$ cat src/rtl/aes_pkg.sv
// Shared AES helpers: S-box substitution, word rotation, round constants, key-schedule state.
// Latency: pure functions and types, no state.
// Backpressure: none.
package aes_pkg;

    typedef enum logic [1:0] {
        KS_IDLE,
        KS_EXPAND,
        KS_DONE
    } key_sched_state_t;

    localparam logic [7:0] SBOX [256] = '{
        8'h63, 8'h7c, 8'h77, 8'h7b, 8'hf2, 8'h6b, 8'h6f, 8'hc5, 8'h30, 8'h01, 8'h67, 8'h2b, 8'hfe, 8'hd7, 8'hab, 8'h76,
        8'hca, 8'h82, 8'hc9, 8'h7d, 8'hfa, 8'h59, 8'h47, 8'hf0, 8'had, 8'hd4, 8'ha2, 8'haf, 8'h9c, 8'ha4, 8'h72, 8'hc0,
        8'hb7, 8'hfd, 8'h93, 8'h26, 8'h36, 8'h3f, 8'hf7, 8'hcc, 8'h34, 8'ha5, 8'he5, 8'hf1, 8'h71, 8'hd8, 8'h31, 8'h15,
        8'h04, 8'hc7, 8'h23, 8'hc3, 8'h18, 8'h96, 8'h05, 8'h9a, 8'h07, 8'h12, 8'h80, 8'he2, 8'heb, 8'h27, 8'hb2, 8'h75,
        8'h09, 8'h83, 8'h2c, 8'h1a, 8'h1b, 8'h6e, 8'h5a, 8'ha0, 8'h52, 8'h3b, 8'hd6, 8'hb3, 8'h29, 8'he3, 8'h2f, 8'h84,
        8'h53, 8'hd1, 8'h00, 8'hed, 8'h20, 8'hfc, 8'hb1, 8'h5b, 8'h6a, 8'hcb, 8'hbe, 8'h39, 8'h4a, 8'h4c, 8'h58, 8'hcf,
        8'hd0, 8'hef, 8'haa, 8'hfb, 8'h43, 8'h4d, 8'h33, 8'h85, 8'h45, 8'hf9, 8'h02, 8'h7f, 8'h50, 8'h3c, 8'h9f, 8'ha8,
        8'h51, 8'ha3, 8'h40, 8'h8f, 8'h92, 8'h9d, 8'h38, 8'hf5, 8'hbc, 8'hb6, 8'hda, 8'h21, 8'h10, 8'hff, 8'hf3, 8'hd2,
        8'hcd, 8'h0c, 8'h13, 8'hec, 8'h5f, 8'h97, 8'h44, 8'h17, 8'hc4, 8'ha7, 8'h7e, 8'h3d, 8'h64, 8'h5d, 8'h19, 8'h73,
        8'h60, 8'h81, 8'h4f, 8'hdc, 8'h22, 8'h2a, 8'h90, 8'h88, 8'h46, 8'hee, 8'hb8, 8'h14, 8'hde, 8'h5e, 8'h0b, 8'hdb,
        8'he0, 8'h32, 8'h3a, 8'h0a, 8'h49, 8'h06, 8'h24, 8'h5c, 8'hc2, 8'hd3, 8'hac, 8'h62, 8'h91, 8'h95, 8'he4, 8'h79,
        8'he7, 8'hc8, 8'h37, 8'h6d, 8'h8d, 8'hd5, 8'h4e, 8'ha9, 8'h6c, 8'h56, 8'hf4, 8'hea, 8'h65, 8'h7a, 8'hae, 8'h08,
        8'hba, 8'h78, 8'h25, 8'h2e, 8'h1c, 8'ha6, 8'hb4, 8'hc6, 8'he8, 8'hdd, 8'h74, 8'h1f, 8'h4b, 8'hbd, 8'h8b, 8'h8a,
        8'h70, 8'h3e, 8'hb5, 8'h66, 8'h48, 8'h03, 8'hf6, 8'h0e, 8'h61, 8'h35, 8'h57, 8'hb9, 8'h86, 8'hc1, 8'h1d, 8'h9e,
        8'he1, 8'hf8, 8'h98, 8'h11, 8'h69, 8'hd9, 8'h8e, 8'h94, 8'h9b, 8'h1e, 8'h87, 8'he9, 8'hce, 8'h55, 8'h28, 8'hdf,
        8'h8c, 8'ha1, 8'h89, 8'h0d, 8'hbf, 8'he6, 8'h42, 8'h68, 8'h41, 8'h99, 8'h2d, 8'h0f, 8'hb0, 8'h54, 8'hbb, 8'h16
    };

    // Byte 0 of a word sits in bits [31:24].
    function automatic logic [31:0] rot_word(input logic [31:0] w);
        return {w[23:0], w[31:24]};
    endfunction

    function automatic logic [31:0] sub_word(input logic [31:0] w);
        return {SBOX[w[31:24]], SBOX[w[23:16]], SBOX[w[15:8]], SBOX[w[7:0]]};
    endfunction

    // Round constant, indexed from 1.
    function automatic logic [7:0] rcon(input logic [3:0] idx);
        case (idx)
            4'd1:    return 8'h01;
            4'd2:    return 8'h02;
            4'd3:    return 8'h04;
            4'd4:    return 8'h08;
            4'd5:    return 8'h10;
            4'd6:    return 8'h20;
            4'd7:    return 8'h40;
            4'd8:    return 8'h80;
            4'd9:    return 8'h1b;
            4'd10:   return 8'h36;
            default: return 8'h00;
        endcase
    endfunction

    function automatic int nk_words_total(input int nk);
        return 4 * (nk + 7);
    endfunction

endpackage

$ cat src/rtl/aes_key_word_step.sv
// One key-schedule word step: w_next = w_back ^ f(w_prev, k, rc).
// Latency: combinational.
// Backpressure: none.
module aes_key_word_step
    import aes_pkg::*;
#(
    parameter int Nk = 4,
    parameter int KW = $clog2(Nk)
) (
    input  logic [31:0]   w_prev,
    input  logic [31:0]   w_back,
    input  logic [KW-1:0] k,
    input  logic [3:0]    rc,
    output logic [31:0]   w_next
);

    logic [31:0] t;

    // First word of each Nk group gets the rotate/substitute/rcon mix; AES-256 adds a mid-group substitution.
    always_comb begin
        t = w_prev;
        if (k == '0) begin
            t = sub_word(rot_word(w_prev)) ^ {rcon(rc), 24'h0};
        end else if ((Nk > 6) && (32'(k) == 32'd4)) begin
            t = sub_word(w_prev);
        end
        w_next = w_back ^ t;
    end

endmodule

$ cat src/rtl/aes_key_sched_ctrl.sv
// Iterative AES key schedule: one word per cycle into a local store, round keys served on a req/gnt port.
// Latency: NW-Nk cycles to full schedule after key accept; read data one cycle after grant.
// Backpressure: key_ready low while expanding; reads are held by the requester until their round is written.
`ifndef AES_EN_FF
`define AES_EN_FF(q_, d_, en_, clk_) \
    always_ff @(posedge clk_) begin \
        if (en_) q_ <= d_; \
    end
`endif

module aes_key_sched_ctrl
    import aes_pkg::*;
#(
    parameter int Nk = 4,
    parameter int Nr = Nk + 6,
    parameter int NW = nk_words_total(Nk)
) (
    input  logic                     clk,
    input  logic                     reset,
    input  logic                     key_valid,
    output logic                     key_ready,
    input  logic [32*Nk-1:0]         key,
    output logic                     busy,
    output logic                     sched_done,
    input  logic                     rd_req,
    input  logic [$clog2(Nr+1)-1:0]  rd_round,
    output logic                     rd_gnt,
    output logic                     rd_valid,
    output logic [127:0]             rd_data
);

    localparam int JW = $clog2(NW + 1);
    localparam int AW = $clog2(NW);
    localparam int KW = $clog2(Nk);

    key_sched_state_t state;
    logic [JW-1:0]    j;
    logic [KW-1:0]    k;
    logic [3:0]       rc;

    logic [31:0]      w_store [NW];
    logic [31:0]      w_next;
    logic [AW-1:0]    prev_idx;
    logic [AW-1:0]    back_idx;
    logic [AW-1:0]    rd_base;
    logic             key_acc;
    logic             expanding;
    logic             last_word;
    logic             rd_in_range;
    logic             rd_avail;

    assign key_acc   = key_valid & key_ready;
    assign expanding = (state == KS_EXPAND);
    assign last_word = (j == JW'(NW - 1));
    assign prev_idx  = AW'(j - JW'(1));
    assign back_idx  = AW'(j - JW'(Nk));

    aes_key_word_step #(.Nk(Nk)) u_step (
        .w_prev (w_store[prev_idx]),
        .w_back (w_store[back_idx]),
        .k      (k),
        .rc     (rc),
        .w_next (w_next)
    );

    // j counts words already written, so round r is complete once j passes its last word.
    assign rd_in_range = (int'(rd_round) <= Nr);
    assign rd_avail    = (state == KS_DONE) || (int'(j) > 4 * int'(rd_round) + 3);
    assign rd_gnt      = rd_req & rd_avail & rd_in_range;
    assign rd_base     = rd_in_range ? AW'(4 * int'(rd_round)) : '0;

    // Control FSM: accept key, step j/k/rc once per expansion cycle, flag completion.
    always_ff @(posedge clk or posedge reset) begin
        if (reset) begin
            state      <= KS_IDLE;
            key_ready  <= 1'b1;
            busy       <= 1'b0;
            sched_done <= 1'b0;
            j          <= '0;
            k          <= '0;
            rc         <= '0;
        end else begin
            case (state)
                KS_IDLE, KS_DONE: begin
                    if (key_valid) begin
                        state      <= KS_EXPAND;
                        key_ready  <= 1'b0;
                        busy       <= 1'b1;
                        sched_done <= 1'b0;
                        j          <= JW'(Nk);
                        k          <= '0;
                        rc         <= 4'd1;
                    end
                end
                KS_EXPAND: begin
                    j <= j + JW'(1);
                    k <= (k == KW'(Nk - 1)) ? '0 : k + KW'(1);
                    if (k == '0) begin
                        rc <= rc + 4'd1;
                    end
                    if (last_word) begin
                        state      <= KS_DONE;
                        key_ready  <= 1'b1;
                        busy       <= 1'b0;
                        sched_done <= 1'b1;
                    end
                end
                default: state <= KS_IDLE;
            endcase
        end
    end

    // Word store: key words load on accept, later words load when j points at them.
    for (genvar i = 0; i < NW; i++) begin : g_word
        logic        word_en;
        logic [31:0] word_d;
        logic [31:0] word_q;
        if (i < Nk) begin : g_key
            assign word_en = key_acc;
            assign word_d  = key[32*i +: 32];
        end else begin : g_exp
            assign word_en = expanding && (j == JW'(i));
            assign word_d  = w_next;
        end
        // Per-word enable flop, no reset on the data path.
        `AES_EN_FF(word_q, word_d, word_en, clk)
        assign w_store[i] = word_q;
    end

    // Read port: capture the granted round; a same-edge key load still reads the old words.
    always_ff @(posedge clk or posedge reset) begin
        if (reset) begin
            rd_valid <= 1'b0;
            rd_data  <= '0;
        end else begin
            rd_valid <= rd_gnt;
            if (rd_gnt) begin
                rd_data <= {w_store[rd_base + AW'(3)], w_store[rd_base + AW'(2)],
                            w_store[rd_base + AW'(1)], w_store[rd_base]};
            end
        end
    end

endmodule

$ cat config.mk
export PLATFORM = sky130hd
export DESIGN_NAME = aes_key_sched_ctrl
export DESIGN_NICKNAME = d
export VERILOG_FILES = /design/src/rtl/aes_pkg.sv /design/src/rtl/aes_key_word_step.sv /design/src/rtl/aes_key_sched_ctrl.sv
export SDC_FILE = /design/constraint.sdc
export NUM_CORES = 2
export LEC_CHECK = 0
export ABC_CLOCK_PERIOD_IN_PS = 26700
export CAP_MARGIN = 10
export CORE_MARGIN = 2
export CORE_UTILIZATION = 39
export DETAILED_ROUTE_END_ITERATION = 6
export PLACE_DENSITY = 0.6
export SLEW_MARGIN = 0
export SYNTH_ARGS = -nofsm -noshare
export SYNTH_HDL_FRONTEND = slang
export SYNTH_SLANG_ARGS = --single-unit
$ cat constraint.sdc
create_clock -name clk -period 26.7 [get_ports clk]
set_clock_uncertainty 0.05 [all_clocks]
set_input_delay 6.675 -clock clk [delete_from_list [all_inputs] [get_ports clk]]
set_output_delay 6.675 -clock clk [all_outputs]
set_load 0.01 [all_outputs]
==> results.txt <==
----------------------------------------------------
[Clock tree]
  CTS tree ... done
  Buffers from clock root to sink, at most ... 4
  Post-CTS Setup Repair Bufs ... 0
  Total CTS buffers ... 179
  Sink Count ... 1,554
  Clk Latency, worst-skew pair ... 0.89 ns
  PostCTS Resize Cnt ... 0
  Post-CTS Hold Fix Bufs ... 0
  H-Tree Level Count ... 4
  Clock-pin slew reported for the worst setup and hold paths after clock tree synthesis ... 0.06 ns
  Cell at the root of the clock tree ... clkbuf_16

[Placement]
  Routability congestion estimate ... 0.989
  # port buffers ... 268
  Placed instance count ... 11,100
  Detailed placement HPWL ... 294,000 um
  Setup WS pre-CTS ... 9.85 ns

[STA]
  Clock period minus worst slack ... 16.92 ns
  Setup repair after global routing missed its margin ... no
  Relative slew slack ... -4.54%
  Final setup vio count ... 0
  Number of hold-slack violations in the final timing report ... 0
  Slew Viols, Final ... 1
  Actual transition at the worst max-transition pin ... 1.57 ns
  Final setup slack of the worst path ... 9.78 ns
  Portion of the clock cycle consumed by the worst path in the final layout ... 63.4%
  Fmax ... 59.1 MHz
  Setup TNS Final ... 0 ns

[Synthesis]
  Number of enable-type register cells in the synthesized netlist ... 1,408
  Post-synthesis sequential area ratio ... 46.7%
  Synth Register Bits ... 1,554
  Per-instance average area after synthesis ... 12.2 um2
  Number of different library cells in the post-synthesis netlist ... 121
  Most used flip-flop cell after synthesis ... edfxtp_1
  Synthesized Nets ... 8,278
  Summed instance area of the synthesized netlist ... 98,500 um2
  Mapped Cells ... 8,065
  Fraction of registers with async set or reset after synthesis ... 9.40%
  Number of warnings issued by yosys ... 0

[GRT]
  GR Util All Layers ... 34.0%
  Via count of the first global-routing pass ... 78,800
  Global-route congestion overflow total ... 0
  Maximum number of pins on one net before global-route repair ... 173
  Global-route wire length before repair ... 622,000 um
  Initial antenna violation count ... 41

[Outcome]
  Run status ... finished, violations left
  Failing checks ... max-slew violations

[Floorplanning]
  Std-Cell Core Area ... 251,000 um2
  X dimension of the die ... 506 um
  Starting density of the core ... 39.2%
  # IOs ... 269
  Die ar. ... 256,000 um2
  Floorplan die height ... 506 um
  Standard-cell row count ... 184

[Worst setup path]
  CP Data Required Time ... 19.98 ns
  R2R Setup Slk ... 15.47 ns
  Data arrival time of the worst path ... 10.20 ns
  Kind of critical path ... in -> out
  Most used cell, CP ... a21o_1
  Crit. End Element ... output pin
  Crit-path cells ... buf_4, inv_4, ha_1, a21o_1, a21o_1, a21oi_1, o21ai_0, nand3_4, inv_1, clkdlybuf4s50_1
  Stage delay of the slowest cell on the critical path ... 0.62 ns
  Critical path fanouts, max ... 72
  Crit path max-delay cell type ... nand3_4
  Startpoint types ... primary input

[Drt]
  Remaining number of nets flagged by the antenna check after routing ... 0
  Final WL ... 450,000 um
  Initial DRC count ... 16,100
  First drt pass iteration count ... 7
  Average detailed-routed wire length per instance ... 39.2 um
  Via count ... 83,700
  Vias per cell ... 7.29
  DRC violation count after routing ... 0

[Final layout]
  Layout-stage area growth over the synthesis result ... 11.9%
  Finished Layout Cells ... 11,500
  Layout cell share with drive strength beyond 1 ... 20.2%
  Final net count ... 8,173
  Final-layout fill cell count ... 22,700

[Hold path]
  HP Class ... reg -> reg

[Flow run]
  Maximum capacitance violations ... 0

----------------------------------------------------
## layout make-up
cell class	count	area, um2	share of cell area [%]
multi-input cells	5496	48500	44.0
repair buffers	536	4790	4.35
inverters	193	743	0.675
well taps	3348	4190	3.80
clock inverters	102	1160	1.05
diodes	34	85.1	0.0772
clock buffers	212	4730	4.29
flip-flops and latches	1554	45900	41.7
## cell usage in the layout (no fill, tap or decap), drive strengths merged, types with 36 or more instances in the layout
master	Yosys	routed
edfxtp	1408	1408
mux4	876	876
nand2	838	838
o21ai	676	676
a21oi	642	642
nor2	438	438
buf	395	272
clkdlybuf4s50	0	264
mux2i	247	247
clkbuf	427	212
inv	185	194
a221oi	187	187
o221ai	164	164
nand3	155	155
dfrtp	145	145
nor3	122	122
a211oi	97	97
o211ai	88	88
a31oi	86	86
ha	77	77
clkinv	8	69
o31ai	58	58
and3	51	51
a311oi	49	49
o22ai	47	47
o311ai	36	36
## cells in the mapped netlist, drive strengths merged, types with 27 or more instances
cell    number  area share (%)
and3        51            0.32
a211oi      97            0.79
a21o        35            0.27
dfrtp      145             3.7
inv        185            0.71
o31ai       58            0.48
a311oi      49            0.44
a31oi       86            0.55
o221ai     164             1.5
edfxtp    1408              43
nand2      838             3.2
nand3      155            0.79
xnor2       27            0.25
nor3       122            0.64
o22ai       47            0.30
clkbuf     427             1.6
o21ai      676             3.5
ha          77            0.98
nor2       438             1.7
o211ai      88            0.68
mux2i      247             2.5
nand4       32            0.20
o311ai      36            0.33
a21oi      642             3.3
a221oi     187             1.7
buf        395             2.5
mux4       876              20
## stage by stage
stage	hold slack, ns	utilization [%]	cell area, um2
after global placement	0.422	41.5	104000
after global routing	0.451	43.8	110000
after floorplan	0.432	-	98500
after CTS	0.435	43.8	110000
after detailed placement	0.421	41.5	104000
final	0.427	43.9	110000
## flip-flops by register name, indices dropped and copies added (netlist names)
name,flops
state,2
rd_valid,1
rc,4
busy,1
k,2
sched_done,1
rd_data,128
g_word.word_q,1408
j,6
key_ready,1
## kinds of logic (layout without fill, tap and decap cells)
| group | after synthesis | count (layout) | share of synthesized area [%] |
|---|---|---|---|
| and+or+nand+nor | 1789 | 1789 | 7.96 |
| buffers and inverters | 1015 | 1043 | 4.90 |
| muxes | 1141 | 1141 | 22.8 |
| adders and majority gates | 77 | 77 | 0.979 |
| xor gates and xnor gates | 48 | 48 | 0.454 |
| other | 0 | 34 | 0 |
| AOI/OAI and AO/OA | 2441 | 2441 | 16.3 |
| DFF | 1554 | 1554 | 46.7 |
## critical path: cells and delay by family
family                   cells  cell delay [ns]
buffers and inverters        4             1.72
AO/OA/AOI/OAI                4             0.59
AND/OR/NAND/NOR              1             0.62
adder cells (fa/ha/maj)      1             0.43
## worst paths after layout
kind,from,endpoint,cells after the start
worst max-delay path,rd_round[1],rd_gnt,10
worst min-delay path,rd_data[123],rd_data[123],2
worst max register to register,j[0],g_word[16].word_q[20],20
worst min register to register,rd_data[123],rd_data[123],2
max in group asynchronous,reset,rd_data[106],4
min in group asynchronous,reset,rd_data[58],2
## layer usage
metal / vias up / global-route usage, % / routed length (um)
met3: 1582 / 11.4 / 68300
met1: 41800 / 43.0 / 153000
li1: 32300 / - / -
met2: 7960 / 49.2 / 191000
met4: 18 / 23.3 / 37600
met5: - / 0 / 122
Power is not shown: default switching activity piles up to over one toggle a cycle in this logic, so the estimate is an artifact.
